**config.mk**
```make
export PLATFORM = sky130hd
export DESIGN_NAME = median3x3_sched
export DESIGN_NICKNAME = d
export VERILOG_FILES = /design/src/rtl/median_pkg.sv /design/src/rtl/median3x3_sched_sort3.sv /design/src/rtl/median3x3_sched.sv
export SDC_FILE = /design/constraint.sdc
export NUM_CORES = 1
export LEC_CHECK = 0
export BUFFER_PORTS_ARGS = -buffer_cell sky130_fd_sc_hd__clkbuf_2
export CORE_ASPECT_RATIO = 0.75
export CORE_MARGIN = 1.5
export CORE_UTILIZATION = 56
export DETAILED_ROUTE_END_ITERATION = 8
export PLACE_DENSITY = 0.79
export SYNTH_ARGS = -nofsm -noshare
export SYNTH_HDL_FRONTEND = slang
export SYNTH_SLANG_ARGS = --single-unit
export TNS_END_PERCENT = 20
```
**constraint.sdc**
```tcl
create_clock -name clk -period 7 [get_ports clk]
set_input_delay 1.4 -clock clk [delete_from_list [all_inputs] [get_ports clk]]
set_output_delay 1.4 -clock clk [all_outputs]
set_load 0.03 [all_outputs]
```
**src/rtl/median_pkg.sv**
```systemverilog
// Shared types for the 3x3 median sequencer: pixel width, FSM states and the
// sorted-column history entry.
package median_pkg;

  localparam int PIX_W = 8;

  typedef enum logic [2:0] {
    ST_IDLE,
    ST_SORT,
    ST_LO,
    ST_MID,
    ST_HI,
    ST_FIN,
    ST_OUT
  } state_t;

  typedef struct packed {
    logic [PIX_W-1:0] hi;
    logic [PIX_W-1:0] mid;
    logic [PIX_W-1:0] lo;
  } hist_entry_t;

endpackage

```
**src/rtl/median3x3_sched_sort3.sv**
```systemverilog
// Combinational unsigned 3-input sorter; every state of the sequencer shares
// this single instance.
module sort3 #(
  parameter int W = 8
) (
  input  logic [W-1:0] a,
  input  logic [W-1:0] b,
  input  logic [W-1:0] c,
  output logic [W-1:0] hi,
  output logic [W-1:0] mid,
  output logic [W-1:0] lo
);

  logic [W-1:0] ab_hi, ab_lo, rest;
  logic         a_gt_b, abh_gt_c, abl_gt_rest;

  // Order a/b first, then c against the larger; the two leftovers give mid/lo.
  assign a_gt_b      = a > b;
  assign ab_hi       = a_gt_b ? a : b;
  assign ab_lo       = a_gt_b ? b : a;
  assign abh_gt_c    = ab_hi > c;
  assign hi          = abh_gt_c ? ab_hi : c;
  assign rest        = abh_gt_c ? c : ab_hi;
  assign abl_gt_rest = ab_lo > rest;
  assign mid         = abl_gt_rest ? ab_lo : rest;
  assign lo          = abl_gt_rest ? rest : ab_lo;

endmodule

```
**src/rtl/median3x3_sched.sv**
```systemverilog
// 3x3 median sequencer: sorts each incoming column, keeps the last three sorted
// columns and reduces them to the window median over five sorter passes.
module median3x3_sched
  import median_pkg::*;
#(
  parameter int W = PIX_W
) (
  input  logic         clk,
  input  logic         rst_n,
  input  logic         in_valid,
  output logic         in_ready,
  input  logic         in_sol,
  input  logic [W-1:0] in_y1,
  input  logic [W-1:0] in_y0,
  input  logic [W-1:0] in_ym1,
  output logic         out_valid,
  input  logic         out_ready,
  output logic [W-1:0] out_m
);

  if (W != PIX_W) begin : g_width_check
    $error("median3x3_sched: W must equal median_pkg::PIX_W");
  end

  state_t       state_q, state_d;
  logic [1:0]   fill_q, fill_d, fill_inc;
  hist_entry_t  col_q, col_d;
  hist_entry_t  hist_q [3];
  hist_entry_t  hist_d [3];
  logic [W-1:0] r_lo_q, r_lo_d, r_mid_q, r_mid_d, r_hi_q, r_hi_d;
  logic [W-1:0] out_m_q, out_m_d;
  logic         out_valid_q, out_valid_d;
  logic [W-1:0] s_a, s_b, s_c, s_hi, s_mid, s_lo;

  sort3 #(.W(W)) u_sort3 (
    .a   (s_a),
    .b   (s_b),
    .c   (s_c),
    .hi  (s_hi),
    .mid (s_mid),
    .lo  (s_lo)
  );

  // Sorter input selection: one consumer per state.
  always_comb begin
    s_a = '0;
    s_b = '0;
    s_c = '0;
    unique case (state_q)
      ST_SORT: begin s_a = col_q.hi;     s_b = col_q.mid;     s_c = col_q.lo;     end
      ST_LO:   begin s_a = hist_q[0].lo;  s_b = hist_q[1].lo;  s_c = hist_q[2].lo;  end
      ST_MID:  begin s_a = hist_q[0].mid; s_b = hist_q[1].mid; s_c = hist_q[2].mid; end
      ST_HI:   begin s_a = hist_q[0].hi;  s_b = hist_q[1].hi;  s_c = hist_q[2].hi;  end
      ST_FIN:  begin s_a = r_lo_q;        s_b = r_mid_q;       s_c = r_hi_q;        end
      default: ;
    endcase
  end

  assign fill_inc = (fill_q == 2'd3) ? 2'd3 : fill_q + 2'd1;

  // Median of the window = median of (max of lows, median of mids, min of highs).
  always_comb begin
    state_d     = state_q;
    fill_d      = fill_q;
    col_d       = col_q;
    hist_d      = hist_q;
    r_lo_d      = r_lo_q;
    r_mid_d     = r_mid_q;
    r_hi_d      = r_hi_q;
    out_m_d     = out_m_q;
    out_valid_d = out_valid_q;
    unique case (state_q)
      ST_IDLE: begin
        if (in_valid) begin
          col_d   = '{hi: in_y1, mid: in_y0, lo: in_ym1};
          fill_d  = in_sol ? 2'd0 : fill_q;
          state_d = ST_SORT;
        end
      end
      ST_SORT: begin
        hist_d[0] = '{hi: s_hi, mid: s_mid, lo: s_lo};
        hist_d[1] = hist_q[0];
        hist_d[2] = hist_q[1];
        fill_d    = fill_inc;
        state_d   = (fill_inc == 2'd3) ? ST_LO : ST_IDLE;
      end
      ST_LO: begin
        r_lo_d  = s_hi;
        state_d = ST_MID;
      end
      ST_MID: begin
        r_mid_d = s_mid;
        state_d = ST_HI;
      end
      ST_HI: begin
        r_hi_d  = s_lo;
        state_d = ST_FIN;
      end
      ST_FIN: begin
        out_m_d     = s_mid;
        out_valid_d = 1'b1;
        state_d     = ST_OUT;
      end
      ST_OUT: begin
        if (out_ready) begin
          out_valid_d = 1'b0;
          state_d     = ST_IDLE;
        end
      end
      default: state_d = ST_IDLE;
    endcase
  end

  always_ff @(posedge clk or negedge rst_n) begin
    if (!rst_n) begin
      state_q     <= ST_IDLE;
      fill_q      <= 2'd0;
      col_q       <= '0;
      r_lo_q      <= '0;
      r_mid_q     <= '0;
      r_hi_q      <= '0;
      out_m_q     <= '0;
      out_valid_q <= 1'b0;
      for (int i = 0; i < 3; i++) hist_q[i] <= '0;
    end else begin
      state_q     <= state_d;
      fill_q      <= fill_d;
      col_q       <= col_d;
      r_lo_q      <= r_lo_d;
      r_mid_q     <= r_mid_d;
      r_hi_q      <= r_hi_d;
      out_m_q     <= out_m_d;
      out_valid_q <= out_valid_d;
      for (int i = 0; i < 3; i++) hist_q[i] <= hist_d[i];
    end
  end

  assign in_ready  = (state_q == ST_IDLE);
  assign out_valid = out_valid_q;
  assign out_m     = out_m_q;

endmodule

```
## After elaboration in Yosys (flattened, before gate mapping)

Index checks and enable logic that the tools add are counted.
Widths: inputs -> output; s select.

| cells by class | value |
|---|---|
| multiplexer cells | 19 |
| reduce and logical (&&, ||, !) cells | 7 |
| bitwise gates (word level) | 0 |
| multipliers | 0 |
| shift operators | 0 |
| div/mod/pow operators | 0 |
| $add $sub $neg | 1 |
| eq/ne operators | 11 |
| $lt $le $gt $ge | 3 |

Operator list:

| kind | count |
|---|---|
| $pmux 8 s5 | 3 |
| $mux 8 | 6 |
| $gt 8x8->1 | 3 |
| $pmux 3 s7 | 1 |
| $eq 3x3->1 const B | 3 |
| $mux 2 | 4 |
| $eq 3x2->1 const B | 2 |
| $mux 3 | 2 |
| $reduce_and 2->1 | 3 |
| $eq 2x2->1 const B | 2 |
| $ne 2x2->1 const B | 2 |
| $pmux 2 s2 | 1 |
| $reduce_bool 2->1 | 2 |
| $eq 3x1->1 const B | 1 |
| $logic_not 3->1 | 1 |
| $reduce_and 3->1 | 1 |
| $add 2x1->2 const B | 1 |
| $ne 2x1->1 const B | 1 |
| $pmux 1 s2 | 1 |
| $mux 1 | 1 |

| word-level totals | value |
|---|---|
| bits in latches | 0 |
| bits in writable memories | 0 |
| bits in registers | 134 |
| output and inout bits | 10 |
| input port bits | 29 |
| memories kept | 0 |
| logic and storage cells | 60 |
| ROM bits | 0 |

## Logic depth before layout (Yosys ltp)

Gate-level depths: netlist of the first run.

| depth | value |
|---|---|
| depth after elaboration | 8 |
| depth in mapped cells | 32 |
| depth with buffers taken out | 27 |

## Cells and area by module

From an unflattened synthesis of the first run, not the netlist that was laid out.

| unflattened totals | value |
|---|---|
| cells, all modules | 583 |
| area, all modules | 7354.6 um^2 |

By module, submodules not included:

| module | area an instance (um^2) | times used | seq. area each (um^2) | cells each |
|---|---|---|---|---|
| median3x3_sched | 6082.1 | 1 | 3353.2 | 426 |
| sort3 | 1272.5 | 1 | 0.0 | 157 |

## Least setup slack after synthesis of the first run

No wires, ideal clock.

| timing | value |
|---|---|
| kind | register to register |
| from | register state_q[1] |
| to | register r_hi_q[4] |
| data arrival time | 6557 ps |
| required time | 6868 ps |
| setup time | 132 ps |
| path buffers | 7 |
| setup slack | 312 ps |
| cell stages (with the launch flop) | 32 |
| clock period less this slack | 6688 ps |
| cell sequence | dfrtp_1 -> buf_6 -> clkbuf_1 -> buf_1 -> inv_1 -> ha_1 -> o32a_1 -> o31ai_2 -> ha_1 -> o21ai_0 -> nor2_1 -> or4_1 -> buf_2 -> nand3_1 -> o21ai_1 -> ha_1 -> a21oi_1 -> o21ai_0 -> o211ai_2 -> clkbuf_1 -> o211ai_1 -> o21ai_0 -> ha_1 -> nor2b_1 -> o21a_1 -> o211ai_1 -> a31o_2 -> buf_1 -> buf_2 -> nor2_1 -> a22oi_1 -> o21ai_0 |

| on the way | value |
|---|---|
| cells in the longest elaborated chain, start to end | 8 |
| elaborated cells on any way between the ends | 15 |
| those cells by class | order compare (3); eq/ne (5); mux (7) |

RTL lines:

| what | RTL line | text |
|---|---|---|
| start: declaration | median3x3_sched.sv:25 | `state_t state_q, state_d;` |
| start signal: assignment | median3x3_sched.sv:126 | `state_q <= state_d;` |
| $eq 3x3->1 (tied with other cells) | median3x3_sched.sv:49 | `unique case (state_q)` |
| $pmux 8 s5 | median3x3_sched.sv:49 |  |
| $gt 8x8->1 | median3x3_sched_sort3.sv:18 | `assign a_gt_b = a > b;` |
| $mux 8 | median3x3_sched_sort3.sv:19 | `assign ab_hi = a_gt_b ? a : b;` |
| $gt 8x8->1 | median3x3_sched_sort3.sv:21 | `assign abh_gt_c = ab_hi > c;` |
| $mux 8 | median3x3_sched_sort3.sv:23 | `assign rest = abh_gt_c ? c : ab_hi;` |
| $gt 8x8->1 | median3x3_sched_sort3.sv:24 | `assign abl_gt_rest = ab_lo > rest;` |
| $mux 8 | median3x3_sched_sort3.sv:26 | `assign lo = abl_gt_rest ? rest : ab_lo;` |
| end signal: assignment | median3x3_sched.sv:131 | `r_hi_q <= r_hi_d;` |
| end: declaration | median3x3_sched.sv:30 | `logic [W-1:0] r_lo_q, r_lo_d, r_mid_q, r_mid_d, r_hi_q, r_hi_d;` |

Parallel ways exist; a longest one is shown, timed or not.
A chain may end at the register's enable or synchronous reset.

## Worst setup path after layout of the first run

| timing | value |
|---|---|
| from | register state_q[0] |
| to | register r_mid_q[7] |

| on the way | value |
|---|---|
| cells in the longest elaborated chain, start to end | 8 |
| elaborated cells on any way between the ends | 15 |
| those cells by class | order compare (3); eq/ne (5); mux (7) |

RTL lines:

| what | RTL line | text |
|---|---|---|
| $eq 3x3->1 (tied with other cells) | median3x3_sched.sv:49 |  |
| $pmux 8 s5 | median3x3_sched.sv:49 |  |
| $gt 8x8->1 | median3x3_sched_sort3.sv:18 |  |
| $mux 8 | median3x3_sched_sort3.sv:19 |  |
| $gt 8x8->1 | median3x3_sched_sort3.sv:21 |  |
| $mux 8 | median3x3_sched_sort3.sv:23 |  |
| $gt 8x8->1 | median3x3_sched_sort3.sv:24 |  |
| $mux 8 | median3x3_sched_sort3.sv:25 | `assign mid = abl_gt_rest ? ab_lo : rest;` |
| end signal: assignment | median3x3_sched.sv:130 | `r_mid_q <= r_mid_d;` |
| end: declaration | median3x3_sched.sv:30 |  |

Parallel ways exist; a longest one is shown, timed or not.

==> results.json, run 1 <==
{
  "weighted_congestion_reported_at_the_end_of_routability_driven_placement": 1.00,
  "cts.reportedPaths.clkPinSlew_ns": 0.06,
  "timing.final.hold_violations": 0,
  "core_area_sq_um": 12900,
  "finalInstanceArea_sq_um": 8430,
  "std_cell_rows": 36,
  "pin_count_of_the_biggest_net_entering_global_routing": 85,
  "end_kind": "flip-flop",
  "yosysSeqAreaShare_pct": 45.3,
  "synth.lib_cells_used.distinct": 52,
  "synthesis.nets": 878,
  "multi_input_area_sq_um": 3740,
  "route.detailed.wl_per_inst_um": 18.7,
  "filler_cell_count": 1050,
  "clock.fmax_mhz": 151,
  "final-max-slew-violation-count": 0,
  "finClkSkew_ns": 0.0112,
  "htree_levels": 4,
  "dp.cells": 1003,
  "syn_to_final_growth_pct": 13.9,
  "drt-pass1-iter-count": 5,
  "synth.cell_area_sq_um": 7400,
  "tritoncts_clock_tree": "yes",
  "cp_max_fo": 30,
  "synth.most_common_cell": "sky130_fd_sc_hd__nand2_1",
  "detailedRoute.firstIterationViolations": 576,
  "cts-root-buf": "sky130_fd_sc_hd__clkbuf_16",
  "sinks_on_clock_net": 134,
  "post-synth-top-area-fraction_pct": 45.3,
  "yosys-top-cells-area": "sky130_fd_sc_hd__dfrtp_1 45%, sky130_fd_sc_hd__nand2_1 11%, sky130_fd_sc_hd__mux2i_1 5.4%",
  "grt_antenna_before_repair": 0,
  "ys_top_cells_by_count": "223 x sky130_fd_sc_hd__nand2_1, 134 x sky130_fd_sc_hd__dfrtp_1, 64 x sky130_fd_sc_hd__o21ai_0",
  "reg2reg_launch_point": "state_q[0]",
  "floorplan.die_area_sq_um": 13900,
  "layout_utilization_pct": 65.2,
  "worst-slew-pin-transition_ns": 1.15,
  "yosys_most_used_dff": "sky130_fd_sc_hd__dfrtp_1",
  "cp-start-kind": "flip-flop",
  "area.sequential_sq_um": 3360,
  "synth_largest_area_cell": "sky130_fd_sc_hd__dfrtp_1",
  "final.min_clock_period_ns": 6.63,
  "met1_length_um": 8950,
  "cts_inserted_buffers": 17,
  "placement.io_buffers": 38,
  "unrepaired_setup_endpoints_after_global_routing": "true",
  "antenna_cells": 0,
  "worst_slack_ns": 0.369,
  "route.top_layer_used": "met4",
  "setup_violations": 0,
  "status": "finished, final reports clean",
  "die_w_um": 136,
  "hold_path_class": "reg2reg",
  "routed-via-count": 6223,
  "stdcell_count": 1038,
  "crit_type": "reg2reg",
  "critPathLaunch": "state_q[0]",
  "clock_latency_ns": 0.42,
  "hold_sp": "hist_q[12]",
  "global_route_wire_length_before_repair_um": 31700,
  "max_cap_violations": 0,
  "fraction_of_final_layout_cells_with_drive_strength_greater_than_1_pct": 17.5,
  "postSynth.asyncResetShare_pct": 100,
  "holdBufCountCts": 0,
  "clock_path_buffers": 2,
  "gr-usage-all-layers_pct": 30.0,
  "antenna_violating_nets_post_route": 0,
  "die_height_um": 103,
  "post_dp_cell_area_sq_um": 7780,
  "first_global_vias": 5949,
  "drc_errors": 0,
  "min_period_over_period_pct": 94.7,
  "detailedPlace.worstSlack_ns": 0.248,
  "met2WireLength_um": 8210,
  "number_of_synthesized_flops_with_an_enable_pin": 0,
  "initial_core_util_pct": 57.3,
  "post_synth.cell_area_avg_sq_um": 8.99,
  "timing.slew.headroom_pct": 23.2,
  "gr_ovfl_total": 0,
  "syn_inst": 823,
  "crit_required_ns": 7.25,
  "routed_wl_um": 19500,
  "synth_seq_cells": 134,
  "routed_via_density": 6.00,
  "route.met3.wl_um": 1930,
  "detailed_place_hpwl_um": 13600,
  "yosysWarnings": 0,
  "num-nets-final": 909,
  "num_io_pins": 39,
  "worst_ep_arrival_time_ns": 6.89
}
==> worst paths after layout <==
check | to | slack, ns | depth (start not counted)
max | r_mid_q[7] | 0.37 | 26
min | hist_q[12] | 0.47 | 2
max reg2reg | r_mid_q[7] | 0.37 | 26
min reg2reg | hist_q[12] | 0.47 | 2
max in group asynchronous | r_lo_q[2] | 4.86 | 2
min in group asynchronous | fill_q[1] | 1.00 | 1
==> placed cells by master, fill, tap and decap left out, drive strengths merged, types with 7 or more instances in the layout <==
master    n
o21ai    77
o22ai    18
a21oi    18
dfrtp   134
a22oi    21
o21a      9
nand2   225
ha       26
mux2i    40
inv      16
nand3    12
clkbuf   58
mux2     34
nor2     57
o211ai    8
and2      7
buf      31
o31ai    16
==> stage by stage <==
step                hold WS, ns  setup TNS, ns
global route              0.502         -0.137
detailed placement        0.463              0
global placement          0.458              0
floorplan                 0.443              0
CTS                       0.479              0
finish                    0.474              0
==> cell type report <==
type                            count  share of cell area (%)
Multi-Input combinational cell    618                    44.4
Inverter                           15                   0.668
Tap cell                          171                    2.54
Clock inverter                     11                    1.75
Clock buffer                       21                    5.58
Sequential cell                   134                    39.8
Timing Repair Buffer               68                    5.30
==> kinds of logic (layout without fill, tap and decap cells) <==
kind of cell | Yosys count | count (layout) | synth area share [%]
AOI/OAI and AO/OA | 195 | 195 | 17.0
adders and majority gates | 26 | 26 | 4.39
buffers and inverters | 71 | 115 | 4.38
DFF | 134 | 134 | 45.3
muxes | 74 | 74 | 10.6
and+or+nand+nor | 323 | 323 | 18.3
==> per-layer routing <==
layer	vias up	GRT usage [%]
li1	2920	-
met1	3011	43.0
met2	262	44.0
met3	30	8.41
met4	0	10.3
met5	-	0
==> state kept, by name (all words and copies together), names as in the netlist <==
signal     cells
col_q         24
fill_q         2
hist_q        72
out_m          8
out_valid      1
r_hi_q         8
r_lo_q         8
r_mid_q        8
state_q        3
==> what timing repair did <==
action / 4_1_cts / 5_1_grt
resized for setup: 0 / 5
endpoints found under the hold margin: 0 / 0
buffers inserted: 0 / 3
setup endpoints to repair: 0 / 40
==> worst max-delay path, stage by stage, from the launching register on <==
cell and delay [ns]:
sky130_fd_sc_hd__dfrtp_2 0.47, sky130_fd_sc_hd__buf_4 0.37, sky130_fd_sc_hd__mux2_2 0.39, sky130_fd_sc_hd__o31ai_2 0.36, sky130_fd_sc_hd__ha_1 0.32, sky130_fd_sc_hd__o21ai_0 0.17
sky130_fd_sc_hd__nor2_1 0.10, sky130_fd_sc_hd__buf_4 0.17, sky130_fd_sc_hd__o31a_1 0.43, sky130_fd_sc_hd__nand3_1 0.17, sky130_fd_sc_hd__o21ai_1 0.10, sky130_fd_sc_hd__ha_1 0.34
sky130_fd_sc_hd__a21oi_1 0.28, sky130_fd_sc_hd__o21ai_0 0.19, sky130_fd_sc_hd__o211ai_2 0.31, sky130_fd_sc_hd__buf_12 0.21, sky130_fd_sc_hd__o211ai_1 0.15, sky130_fd_sc_hd__o21ai_0 0.12
sky130_fd_sc_hd__ha_1 0.26, sky130_fd_sc_hd__nor2b_1 0.13, sky130_fd_sc_hd__o21a_1 0.17, sky130_fd_sc_hd__o211ai_1 0.23, sky130_fd_sc_hd__a31o_2 0.21, sky130_fd_sc_hd__buf_4 0.23
sky130_fd_sc_hd__nand2_1 0.10, sky130_fd_sc_hd__o221ai_1 0.32, sky130_fd_sc_hd__o21ai_0 0.15
Power of run 1 is left out: the tool's default activity adds up to more than one toggle a clock period on the data nets, which glitch-free logic cannot reach.
==> inputs of run 2 (changes only) <==
--- a/config.mk
+++ b/config.mk
@@ -6,11 +6,14 @@
 export NUM_CORES = 1
 export LEC_CHECK = 0
 export BUFFER_PORTS_ARGS = -buffer_cell sky130_fd_sc_hd__clkbuf_2
+export CELL_PAD_IN_SITES_DETAIL_PLACEMENT = 1
+export CELL_PAD_IN_SITES_GLOBAL_PLACEMENT = 2
 export CORE_ASPECT_RATIO = 0.75
 export CORE_MARGIN = 1.5
-export CORE_UTILIZATION = 56
+export CORE_UTILIZATION = 35
 export DETAILED_ROUTE_END_ITERATION = 8
-export PLACE_DENSITY = 0.79
+export MAX_ROUTING_LAYER = met4
+export PLACE_DENSITY = 0.78
 export SYNTH_ARGS = -nofsm -noshare
 export SYNTH_HDL_FRONTEND = slang
 export SYNTH_SLANG_ARGS = --single-unit
==> run 2 against run 1 <==
  * Sequential share of layout area down 0.73 points
  * Maximum frequency about the same
  * Routed wire length up 19%
  * Critical endpoint is now r_hi_q[4]
  * Sequential cell count unchanged
  * Worst hold slack better by 0.0013 ns
  * Count of clock-buffer cells in the layout down 1
  * Cell area up 1.9%
  * Cell count up 11%
  * Non-clock buffer count up 4
==> results.json, run 2 (synthesis results as in run 1) <==
{
  "regToRegSetupSlack_ns": 0.37,
  "finClkSkew_ns": 0.00926,
  "clock_latency_ns": 0.43,
  "worst_slack_ns": 0.373,
  "detailedPlace.worstSlack_ns": -0.314,
  "initial_core_util_pct": 36.1,
  "first_global_vias": 6366,
  "hold_sp": "hist_q[18]",
  "cts_inserted_buffers": 17,
  "worst_hold_endpoint": "hist_q[18]",
  "hold_path_class": "reg2reg",
  "final.min_clock_period_ns": 6.63,
  "drt-pass1-iter-count": 5,
  "sinks_on_clock_net": 134,
  "min_period_over_period_pct": 94.7,
  "crit_required_ns": 7.27,
  "r2r.worst_path.cells": 26,
  "min_path_cells": 2,
  "global_route_wire_length_before_repair_um": 36500,
  "registers.top_by_ff_count": "hist_q",
  "finalInstanceArea_sq_um": 8590,
  "clock.fmax_mhz": 151,
  "post_dp_cell_area_sq_um": 7940,
  "std_cell_rows": 45,
  "final-max-slew-violation-count": 0,
  "route.detailed.wl_per_inst_um": 20.1,
  "layout_top_registers": "hist_q x72, col_q x24",
  "timing.final.hold_violations": 0,
  "num_io_pins": 39,
  "layout.cells.most_common_list": "223 x sky130_fd_sc_hd__nand2_1, 131 x sky130_fd_sc_hd__dfrtp_1, 63 x sky130_fd_sc_hd__o21ai_0",
  "core_area_sq_um": 20500,
  "gr-usage-all-layers_pct": 23.1,
  "routed_wl_um": 23200,
  "status": "finished, final reports clean",
  "routed-via-count": 6174,
  "weighted_congestion_reported_at_the_end_of_routability_driven_placement": 0.878,
  "timing.slew.headroom_pct": 29.9,
  "filler_cell_count": 2408,
  "htree_levels": 4,
  "tritoncts_clock_tree": "yes",
  "floorplan.die_area_sq_um": 22000,
  "clock_path_buffers": 2,
  "leading_cell_type_in_the_layout_fill_and_taps_excluded": "sky130_fd_sc_hd__nand2_1",
  "cp-start-kind": "flip-flop",
  "reg2reg_launch_point": "state_q[2]",
  "routed_via_density": 5.35,
  "die_w_um": 171,
  "unrepaired_setup_endpoints_after_global_routing": "false",
  "cts.reportedPaths.clkPinSlew_ns": 0.06,
  "holdBufCountCts": 0,
  "die_height_um": 129,
  "drc_errors": 0,
  "detailedRoute.firstIterationViolations": 502,
  "syn_to_final_growth_pct": 16.1,
  "final.hold.worst_slack_ns": 0.475,
  "detailed_place_hpwl_um": 17400,
  "cp_max_fo": 25,
  "pin_count_of_the_biggest_net_entering_global_routing": 75,
  "gr_ovfl_total": 0,
  "worst_r2r_endpoint": "r_hi_q[4]",
  "end_kind": "flip-flop",
  "worst-slew-pin-transition_ns": 1.05,
  "cts-root-buf": "sky130_fd_sc_hd__clkbuf_16",
  "num-nets-final": 913,
  "worst_ep_arrival_time_ns": 6.90,
  "max_cap_violations": 0,
  "critPathLaunch": "state_q[2]",
  "fraction_of_final_layout_cells_with_drive_strength_greater_than_1_pct": 18.0,
  "setup_violations": 0,
  "placement.io_buffers": 38,
  "largest_register_ff_count": 72,
  "grt_antenna_before_repair": 1,
  "crit_type": "reg2reg",
  "antenna_violating_nets_post_route": 0
}
==> run 2: changes by cell type in the layout (fill, tap and decap cells not counted), sizes merged <==
cell      before  now
bufinv         3    2
buf           31   35
clkinvlp       4    3
inv           16   15
clkinv         3    6
clkbuf        58   57
diode          0    1
==> run 2: area by class of cell <==
class / instances / area [sq um] / area share (%)
antenna: 1 / 2.50 / 0.0291
clock buffer: 20 / 457 / 5.32
clock inverter: 11 / 128 / 1.49
inverter: 15 / 56.3 / 0.655
multi-input combinational: 618 / 3760 / 43.8
sequential: 134 / 3360 / 39.1
tap: 282 / 353 / 4.11
timing repair buffer: 72 / 477 / 5.55
==> run 2: timing repair <==
item | 4_1_cts | 5_1_grt
endpoints found under the setup margin | 36 | 39
gates cloned | 0 | 0
pin swaps | 1 | 1
resized for setup | 3 | 6
buffers inserted | 4 | 1
==> run 2: stage by stage <==
stage	TNS [ns]	cells	utilization (%)
floorplan	0	823	-
global placement	-0.0810	1116	38.7
detailed placement	-4.03	1116	38.7
CTS	0	1151	41.8
global route	0	1152	41.9
finish	0	1153	41.9
==> run 2: how the worst max path moves through the flow <==
stage / slack, ns / to / cells after the start
6_report: 0.37 / r_hi_q[4] / 26
4_1_cts: 0.11 / r_hi_q[5] / 25
3_5_place_dp: -0.31 / r_hi_q[5] / 25
3_3_place_gp: -0.05 / r_hi_q[5] / 25
5_1_grt: 0.04 / r_mid_q[5] / 25
2_1_floorplan: 0.31 / r_hi_q[4] / 31
==> run 2: per-layer routing <==
layer / track usage, % / up-vias / wire length, um
li1: - / 2924 / -
met1: 33.7 / 3106 / 12300
met2: 32.2 / 127 / 9520
met3: 5.81 / 17 / 1150
met4: 4.75 / 0 / 196
met5: - / - / 0
==> run 2: critical path, stage by stage, from the launching register on <==
cell and delay, ns:
sky130_fd_sc_hd__dfrtp_2 0.54, sky130_fd_sc_hd__buf_4 0.22, sky130_fd_sc_hd__or3b_4 0.42, sky130_fd_sc_hd__nand2_8 0.20, sky130_fd_sc_hd__nand2_1 0.15, sky130_fd_sc_hd__ha_1 0.32, sky130_fd_sc_hd__nor2b_1 0.14, sky130_fd_sc_hd__o211a_1 0.24
sky130_fd_sc_hd__or4_1 0.69, sky130_fd_sc_hd__nand3_1 0.20, sky130_fd_sc_hd__o21ai_1 0.11, sky130_fd_sc_hd__ha_1 0.33, sky130_fd_sc_hd__a21oi_1 0.13, sky130_fd_sc_hd__o221ai_1 0.21, sky130_fd_sc_hd__o211ai_4 0.34, sky130_fd_sc_hd__o31ai_1 0.14
sky130_fd_sc_hd__a21oi_1 0.26, sky130_fd_sc_hd__a31oi_1 0.10, sky130_fd_sc_hd__ha_1 0.34, sky130_fd_sc_hd__o21a_1 0.12, sky130_fd_sc_hd__o21a_1 0.17, sky130_fd_sc_hd__o22ai_1 0.21, sky130_fd_sc_hd__a31o_2 0.24, sky130_fd_sc_hd__buf_4 0.15
sky130_fd_sc_hd__nor2_1 0.04, sky130_fd_sc_hd__a22oi_1 0.30, sky130_fd_sc_hd__o21ai_0 0.17
Power of run 2 is left out for the same reason.
